**src/rtl/microwave_timer_countdown_pkg.sv**
```systemverilog
// Shared types and constants for the microwave countdown timer.
package microwave_timer_countdown_pkg;

  localparam int         BCD_W             = 4;
  localparam logic [3:0] BCD_MAX           = 4'd9;
  localparam int         SEC_TENS_MAX_DFLT = 5;

  typedef logic [BCD_W-1:0] bcd_t;

  typedef enum logic [1:0] {
    ST_IDLE = 2'd0,
    ST_RUN  = 2'd1,
    ST_DONE = 2'd2
  } state_t;

  // True when a keypad code is a legal decimal digit.
  function automatic logic is_bcd(input bcd_t d);
    return (d <= BCD_MAX);
  endfunction

endpackage

```
**src/rtl/bcd_down_digit.sv**
```systemverilog
// One BCD down-counting digit with a parallel shift-in port and borrow-out.
module bcd_down_digit
  import microwave_timer_countdown_pkg::*;
(
  input  logic clk,
  input  logic rst_n,
  input  logic i_shift,
  input  bcd_t i_shift_val,
  input  logic i_dec,
  input  bcd_t i_reload,
  output bcd_t o_digit,
  output logic o_borrow
);

  bcd_t r_digit;

  // Shift-in wins over decrement; the top never requests both in one cycle.
  always_ff @(posedge clk or negedge rst_n) begin
    if (!rst_n) begin
      r_digit <= '0;
    end else if (i_shift) begin
      r_digit <= i_shift_val;
    end else if (i_dec) begin
      r_digit <= (r_digit == '0) ? i_reload : (r_digit - 1'b1);
    end
  end

  assign o_digit  = r_digit;
  // A decrement of a zero digit wraps it and takes one from the next digit up.
  assign o_borrow = i_dec && (r_digit == '0);

endmodule

```
**src/rtl/microwave_timer_countdown.sv**
```systemverilog
// M:SS countdown timer: keypad digits shift in while idle, 1 Hz ticks count
// down while running, and a one-clock done pulse marks arrival at 0:00.
//
// Handshake: the encoder has no ready; a load is the falling edge of loadn and
// a tick is the rising edge of pgt_1Hz, each detected against a one-clock
// registered copy. Events arriving in a state that does not use them are lost.
module microwave_timer_countdown
  import microwave_timer_countdown_pkg::*;
#(
  parameter int SEC_TENS_MAX = SEC_TENS_MAX_DFLT
) (
  input  logic       clk,
  input  logic       clearn,
  input  logic [3:0] D,
  input  logic       loadn,
  input  logic       pgt_1Hz,
  input  logic       enablen,
  output logic [3:0] sec_ones,
  output logic [3:0] sec_tens,
  output logic [3:0] min_ones,
  output logic       zero,
  output logic       done,
  output state_t     o_dbg_state
);

  localparam bcd_t TENS_RELOAD = BCD_W'(SEC_TENS_MAX);

  state_t r_state;
  logic   r_done;
  logic   r_loadn_q;
  logic   r_pgt_q;

  logic   w_load_evt;
  logic   w_tick;
  logic   w_shift;
  logic   w_dec;
  logic   w_will_zero;
  logic   w_ones_borrow;
  logic   w_tens_borrow;
  logic   w_min_borrow_unused;
  bcd_t   w_sec_ones;
  bcd_t   w_sec_tens;
  bcd_t   w_min_ones;

  // Edge-detect registers reset to the idle levels so release needs a fresh edge.
  always_ff @(posedge clk or negedge clearn) begin
    if (!clearn) begin
      r_loadn_q <= 1'b1;
      r_pgt_q   <= 1'b0;
    end else begin
      r_loadn_q <= loadn;
      r_pgt_q   <= pgt_1Hz;
    end
  end

  assign w_load_evt = r_loadn_q && !loadn;
  assign w_tick     = !r_pgt_q && pgt_1Hz;

  assign zero = (w_sec_ones == '0) && (w_sec_tens == '0) && (w_min_ones == '0);

  // Shift only legal digits, and only while programming.
  assign w_shift = (r_state == ST_IDLE) && w_load_evt && is_bcd(D);

  // A pause in the same cycle as a tick suppresses the decrement; the zero
  // gate keeps the value from ever wrapping below 0:00.
  assign w_dec = (r_state == ST_RUN) && w_tick && !enablen && !zero;

  // 0:01 is the only value whose next second is 0:00.
  assign w_will_zero = w_dec && (w_min_ones == '0) && (w_sec_tens == '0) &&
                       (w_sec_ones == bcd_t'(1));

  bcd_down_digit u_sec_ones (
    .clk         (clk),
    .rst_n       (clearn),
    .i_shift     (w_shift),
    .i_shift_val (D),
    .i_dec       (w_dec),
    .i_reload    (BCD_MAX),
    .o_digit     (w_sec_ones),
    .o_borrow    (w_ones_borrow)
  );

  bcd_down_digit u_sec_tens (
    .clk         (clk),
    .rst_n       (clearn),
    .i_shift     (w_shift),
    .i_shift_val (w_sec_ones),
    .i_dec       (w_ones_borrow),
    .i_reload    (TENS_RELOAD),
    .o_digit     (w_sec_tens),
    .o_borrow    (w_tens_borrow)
  );

  bcd_down_digit u_min_ones (
    .clk         (clk),
    .rst_n       (clearn),
    .i_shift     (w_shift),
    .i_shift_val (w_sec_tens),
    .i_dec       (w_tens_borrow),
    .i_reload    (BCD_MAX),
    .o_digit     (w_min_ones),
    .o_borrow    (w_min_borrow_unused)
  );

  // Control FSM: programming, counting, and holding at 0:00 until disabled.
  always_ff @(posedge clk or negedge clearn) begin
    if (!clearn) begin
      r_state <= ST_IDLE;
      r_done  <= 1'b0;
    end else begin
      r_done <= 1'b0;
      case (r_state)
        ST_IDLE: begin
          if (!enablen && !zero) r_state <= ST_RUN;
        end
        ST_RUN: begin
          if (enablen) begin
            r_state <= ST_IDLE;
          end else if (w_will_zero) begin
            r_state <= ST_DONE;
            r_done  <= 1'b1;
          end
        end
        ST_DONE: begin
          if (enablen) r_state <= ST_IDLE;
        end
        default: r_state <= ST_IDLE;
      endcase
    end
  end

  assign sec_ones    = w_sec_ones;
  assign sec_tens    = w_sec_tens;
  assign min_ones    = w_min_ones;
  assign done        = r_done;
  assign o_dbg_state = r_state;

endmodule

```
**config.mk**
```make
export PLATFORM = sky130hd
export DESIGN_NAME = microwave_timer_countdown
export DESIGN_NICKNAME = d
export VERILOG_FILES = /design/src/rtl/microwave_timer_countdown_pkg.sv /design/src/rtl/bcd_down_digit.sv /design/src/rtl/microwave_timer_countdown.sv
export SDC_FILE = /design/constraint.sdc
export NUM_CORES = 1
export LEC_CHECK = 0
export ABC_AREA = 1
export CAP_MARGIN = 20
export CORE_MARGIN = 2
export CORE_UTILIZATION = 35
export CTS_CLUSTER_SIZE = 25
export DETAILED_ROUTE_END_ITERATION = 8
export HOLD_SLACK_MARGIN = 0.06
export PLACE_DENSITY_LB_ADDON = 0.05
export RECOVER_POWER = 100
export SLEW_MARGIN = 20
export SYNTH_ARGS = -nofsm -noshare
export SYNTH_HDL_FRONTEND = slang
export SYNTH_SLANG_ARGS = --single-unit
```
**constraint.sdc**
```tcl
create_clock -name clk -period 2.71 [get_ports clk]
set_input_delay 0.542 -clock clk [delete_from_list [all_inputs] [get_ports clk]]
set_output_delay 0.542 -clock clk [all_outputs]
set_load 0.01 [all_outputs]
```
---- Yosys cells after proc, flatten, opt, wreduce, memory -nomap -nowiden ----
Cells that the tools add are included.
storage, ports and cells
  register bits ........................... 17
  bits in latches ......................... 0
  RAM bits ................................ 0
  bits in read-only memories .............. 0
  memories ................................ 0
operators by class
  add/subtract/negate cells ............... 3
  multiply operators ...................... 0
  divide/modulo/power cells ............... 0
  $lt $le $gt $ge ......................... 1
  eq/ne operators ......................... 6
  shifts and indexed selects .............. 0
  muxes and demuxes ....................... 17
  bitwise operators ....................... 0
  reductions and logical operators ........ 27
operators by type and width
  kind                   count
  $mux W4                9
  $logic_and A1 B1 Y1    15
  $logic_not A4 Y1       3
  $sub A4 B1 Y4 const B  3
  $mux W2                4
  $pmux W2 S3            1
  $reduce_bool A2 Y1     3
  $eq A4 B1 Y1 const B   1
  $le A4 B4 Y1 const B   1
  $logic_not A1 Y1       4
  $mux W1                3
  $ne A3 B3 Y1 const B   1
  $reduce_and A3 Y1      1
  $eq A2 B1 Y1 const B   1
  $eq A2 B2 Y1 const B   1
  $logic_not A2 Y1       1
  $ne A2 B1 Y1 const B   1
  $ne A2 B2 Y1 const B   1

---- Longest topological paths before layout ----
  word-level depth ........................ 11
  depth in mapped cells ................... 9

---- Hierarchy ----
A second synthesis with hierarchy kept.
unflattened totals
  cells, all modules ...................... 183
  area total of the unflattened synthesis .. 1,177.4 µm²
by module, submodules not included
  module                     instances  cells an instance  area each (µm²)  seq. area each (µm²)
  bcd_down_digit             3          46                 294.0            100.1
  microwave_timer_countdown  1          45                 295.3            126.4

---- Least setup slack after synthesis ----
Ideal clock, no wire load.
  path type ............................... reg-to-output
  start ................................... register u_sec_tens.r_digit[1] (netlist: u_sec_tens.o_digit[1])
  end ..................................... output port zero
  arrival time ............................ 1.002 ns
  required time ........................... 2.168 ns
  path slack .............................. 1.166 ns
  stages on the path, launching flop included .. 6
  cells stage by stage .................... dfrtp_1 > nor2_4 > nand2_2 > nor2_4 > nand2_4 > inv_1
on the way
  cells in the longest elaborated chain, start to end .. 3
RTL lines
  item                              line                             RTL
  start: declaration                bcd_down_digit.sv:15             bcd_t r_digit;
  start signal: assignment          bcd_down_digit.sv:22             r_digit <= i_shift_val;
  start signal: assignment          bcd_down_digit.sv:24             r_digit <= (r_digit == '0) ? i_reload : (r_digit - 1'b1);
  $logic_not A4 Y1                  microwave_timer_countdown.sv:59  assign zero = (w_sec_ones == '0) && (w_sec_tens == '0) && (w_min_ones == '0);
  $logic_and A1 B1 Y1 (2 in a row)  microwave_timer_countdown.sv:59
  end: declaration                  microwave_timer_countdown.sv:21  output logic zero,
Every way passes these cells.

---- Final worst setup path ----
  start ................................... register u_sec_tens.r_digit[2] (netlist: u_sec_tens.o_digit[2])
  end ..................................... output port zero
Same word-level chain as after synthesis.

==> flow_metrics.py <==
metrics = {
    "status": {
        "status": "finished, final reports clean",
    },
    "drt": {
        "wire_per_inst_um": 10.73,
        "vias": 993,
        "wl_um": 2349,
        "drt_iter0_drc": 22,
        "drt-vias-per-instance": 4.534,
        "drtPass1Iterations": 4,
        "drc": 0,
        "postRouteAntennaNets": 0,
    },
    "power_and_ir_drop": {
        "power_frac_comb_pct": 54.2,
        "total_power_mw": 1.279,
        "power_switching_mw": 0.5863,
        "clock_power_share_pct": 10.8,
        "p_leak_nw": 0.7213,
        "p_int_mw": 0.6928,
        "ir_drop_mv": 0.3712,
        "sw_frac_of_total_pct": 45.84,
        "p_seq_share_pct": 35.0,
        "power_density_nw_per_um2": 943.1,
    },
    "layout": {
        "areaGrowthSynthToFinish_pct": 23.18,
        "multi_input_area_um2": 529.3,
        "design_area_um2": 1356,
        "regArea_um2": 426.7,
        "fin_nets": 185,
        "drive_above_1_share_pct": 12.00,
        "diodes": 0,
        "filler_cell_count": 329,
        "fin_cells": 219,
        "fin_util_pct": 44.79,
    },
    "setup_path": {
        "path_cells": "nor2_1 > nand2_2 > nor2_4 > nand2_4 > inv_1 > dlygate4sd3_1",
        "worstPathMaxFanout": 6,
        "critPathKind": "reg -> out",
        "worstSetupStartpointType": "flop",
        "crit_path_top_delay_cell": "dlygate4sd3_1",
        "critical_path_required_ns": 2.17,
        "endpoint_kind": "primary output",
        "arrival_ns": 1.88,
        "max_stage_delay_ns": 0.59,
    },
    "clock_tree": {
        "cts.htree.levels": 1,
        "cts_sinks": 17,
        "cts_resized": 0,
        "clock_latency_ns": 0.29,
        "hold_buffers": 0,
        "cts_buffers": 3,
        "cts_buffer_depth": 2,
        "tritoncts": "yes",
        "clkTransAtPathRegs_ns": 0.11,
        "cts_setup_buffers": 0,
        "cts-root-buf": "clkbuf_4",
    },
    "logic_synthesis": {
        "yosys-top-cells-count": "nand2_1, dfrtp_1, inv_1",
        "synth_edf_count": 0,
        "synthTopCellsByArea": "dfrtp_1, nand2_1, nand3_1",
        "syn_nets": 158,
        "async_reset_ff_share_pct": 100.0,
        "netlist-cell-type-count": 20,
        "syn_inst": 149,
        "yosysMostFrequentCell": "nand2_1",
        "syn_area_um2": 1101,
        "ys.warnings.count": 0,
        "yosys_register_bits": 17,
        "ys.flop_type": "dfrtp_1",
        "synth.avg_cell_area_um2": 7.390,
        "seq_area_frac_synth_pct": 38.75,
        "synth_top_area_share_pct": 36.36,
        "synth_top_area_cell": "dfrtp_1",
    },
    "sta": {
        "fin_setup_tns_ns": 0,
        "worst_pin_slew_ns": 0.8102,
        "worst_hold_slack_ns": 0.5438,
        "slew_viol_final": 0,
        "hold_viol_final": 0,
        "finalWorstSetupSlack_ns": 0.2869,
        "setup_viol": 0,
        "finClkSkew_ns": 0.008199,
        "min_period_ns": 2.423,
        "rsz0062_at_grt": "false",
        "finalCritPeriodShare_pct": 89.41,
        "slew_headroom_pct": 45.81,
        "max_freq_mhz": 412.7,
    },
    "floorplanning": {
        "die_w_um": 60.09,
        "io-pin-count": 25,
        "start_util_pct": 36.36,
        "die-area_um2": 3611,
        "rows": 20,
        "core_um2": 3028,
        "die_h_um": 60.09,
    },
    "place": {
        "port_buffers": 24,
        "dpl_worst_slack_ns": 0.6540,
        "routabilityCongestion": 0.8262,
        "hpwl_um": 1815,
        "dpl-instance-area_um2": 1374,
        "placed_cells": 215,
    },
    "grt": {
        "grt_max_degree": 27,
        "gr-usage-all-layers_pct": 15.57,
        "grt_first_pass_wirelength_um": 4195,
        "grt_pass1_vias": 951,
        "antenna_found_initial": 0,
        "grt_overflow": 0,
    },
    "job": {
        "maxCapViolations": 0,
    },
    "min_path": {
        "hold_class": "reg -> reg",
    },
}
==> worst paths after layout <==
kind                                         endpoint             startpoint  cells past startpoint  slack (ns)
worst max-delay path                             zero  u_sec_tens.o_digit[2]                      6        0.29
worst min-delay path            u_min_ones.o_digit[1]  u_min_ones.o_digit[1]                      2        0.54
worst max register to register  u_sec_tens.o_digit[3]         o_dbg_state[1]                      7        1.17
worst min register to register  u_min_ones.o_digit[1]  u_min_ones.o_digit[1]                      2        0.54
max in group asynchronous       u_sec_ones.o_digit[3]                 clearn                      1        1.43
min in group asynchronous       u_min_ones.o_digit[1]                 clearn                      1        0.77
==> state kept, by name, summed over array words and instances (netlist names) <==
signal              cells
r_loadn_q               1
r_pgt_q                 1
u_sec_tens.o_digit      4
u_sec_ones.o_digit      4
done                    1
o_dbg_state             2
u_min_ones.o_digit      4
==> cells in the final DEF (no fill, tap or decap), drive strengths merged <==
master | synthesis | final
clkbuf | 0 | 4
dlygate4sd3 | 0 | 20
xor2 | 1 | 1
nand2 | 59 | 59
o21ai | 19 | 19
nand3 | 16 | 16
nand4 | 2 | 2
nor2 | 11 | 11
dfstp | 1 | 1
inv | 21 | 21
dfrtp | 16 | 16
o21bai | 1 | 1
clkdlybuf4s50 | 0 | 4
==> per-layer routing <==
metal / vias to the layer above / global-route usage (%) / share of wire (%) / routed length, um
li1: 523 / - / - / -
met1: 455 / 20.74 / 50 / 1178
met2: 13 / 24.69 / 46 / 1092
met3: 2 / 2.597 / 2.4 / 57
met4: 0 / 6.667 / 0.85 / 20
met5: - / 0 / 0 / 0
==> critical path: cells and delay by family, from the launching register on <==
family | cells | cell delay (ns)
AND/OR/NAND/NOR | 4 | 0.47
flip-flops | 1 | 0.47
buffers and inverters | 2 | 0.64
==> area by class of cell <==
cell class	instances	area share, %
Sequential cell	17	31.46
Tap cell	44	4.059
Multi-Input combinational cell	109	39.02
Inverter	21	5.812
Clock buffer	4	1.937
Timing Repair Buffer	24	17.71
==> power groups by stage <==
stage | Sequential, mW | Combinational, mW | Clock [mW]
after floorplan | 0.475 | 0.471 | 0
after global placement | 0.451 | 0.765 | 0
after detailed placement | 0.458 | 0.762 | 0
after CTS | 0.451 | 0.768 | 0.149
after global routing | 0.467 | 0.811 | 0.167
final | 0.447 | 0.693 | 0.138
==> cells by family (layout without fill, tap and decap cells) <==
group	Yosys count	in the layout	share of synthesized area (%)
buffers and inverters	23	49	9.205
flip-flops	17	17	38.75
AO/OA/AOI/OAI	20	20	10.34
XOR/XNOR	1	1	0.7956
AND/OR/NAND/NOR	88	88	40.91
Note: power is estimated with default switching activity, not from simulation.
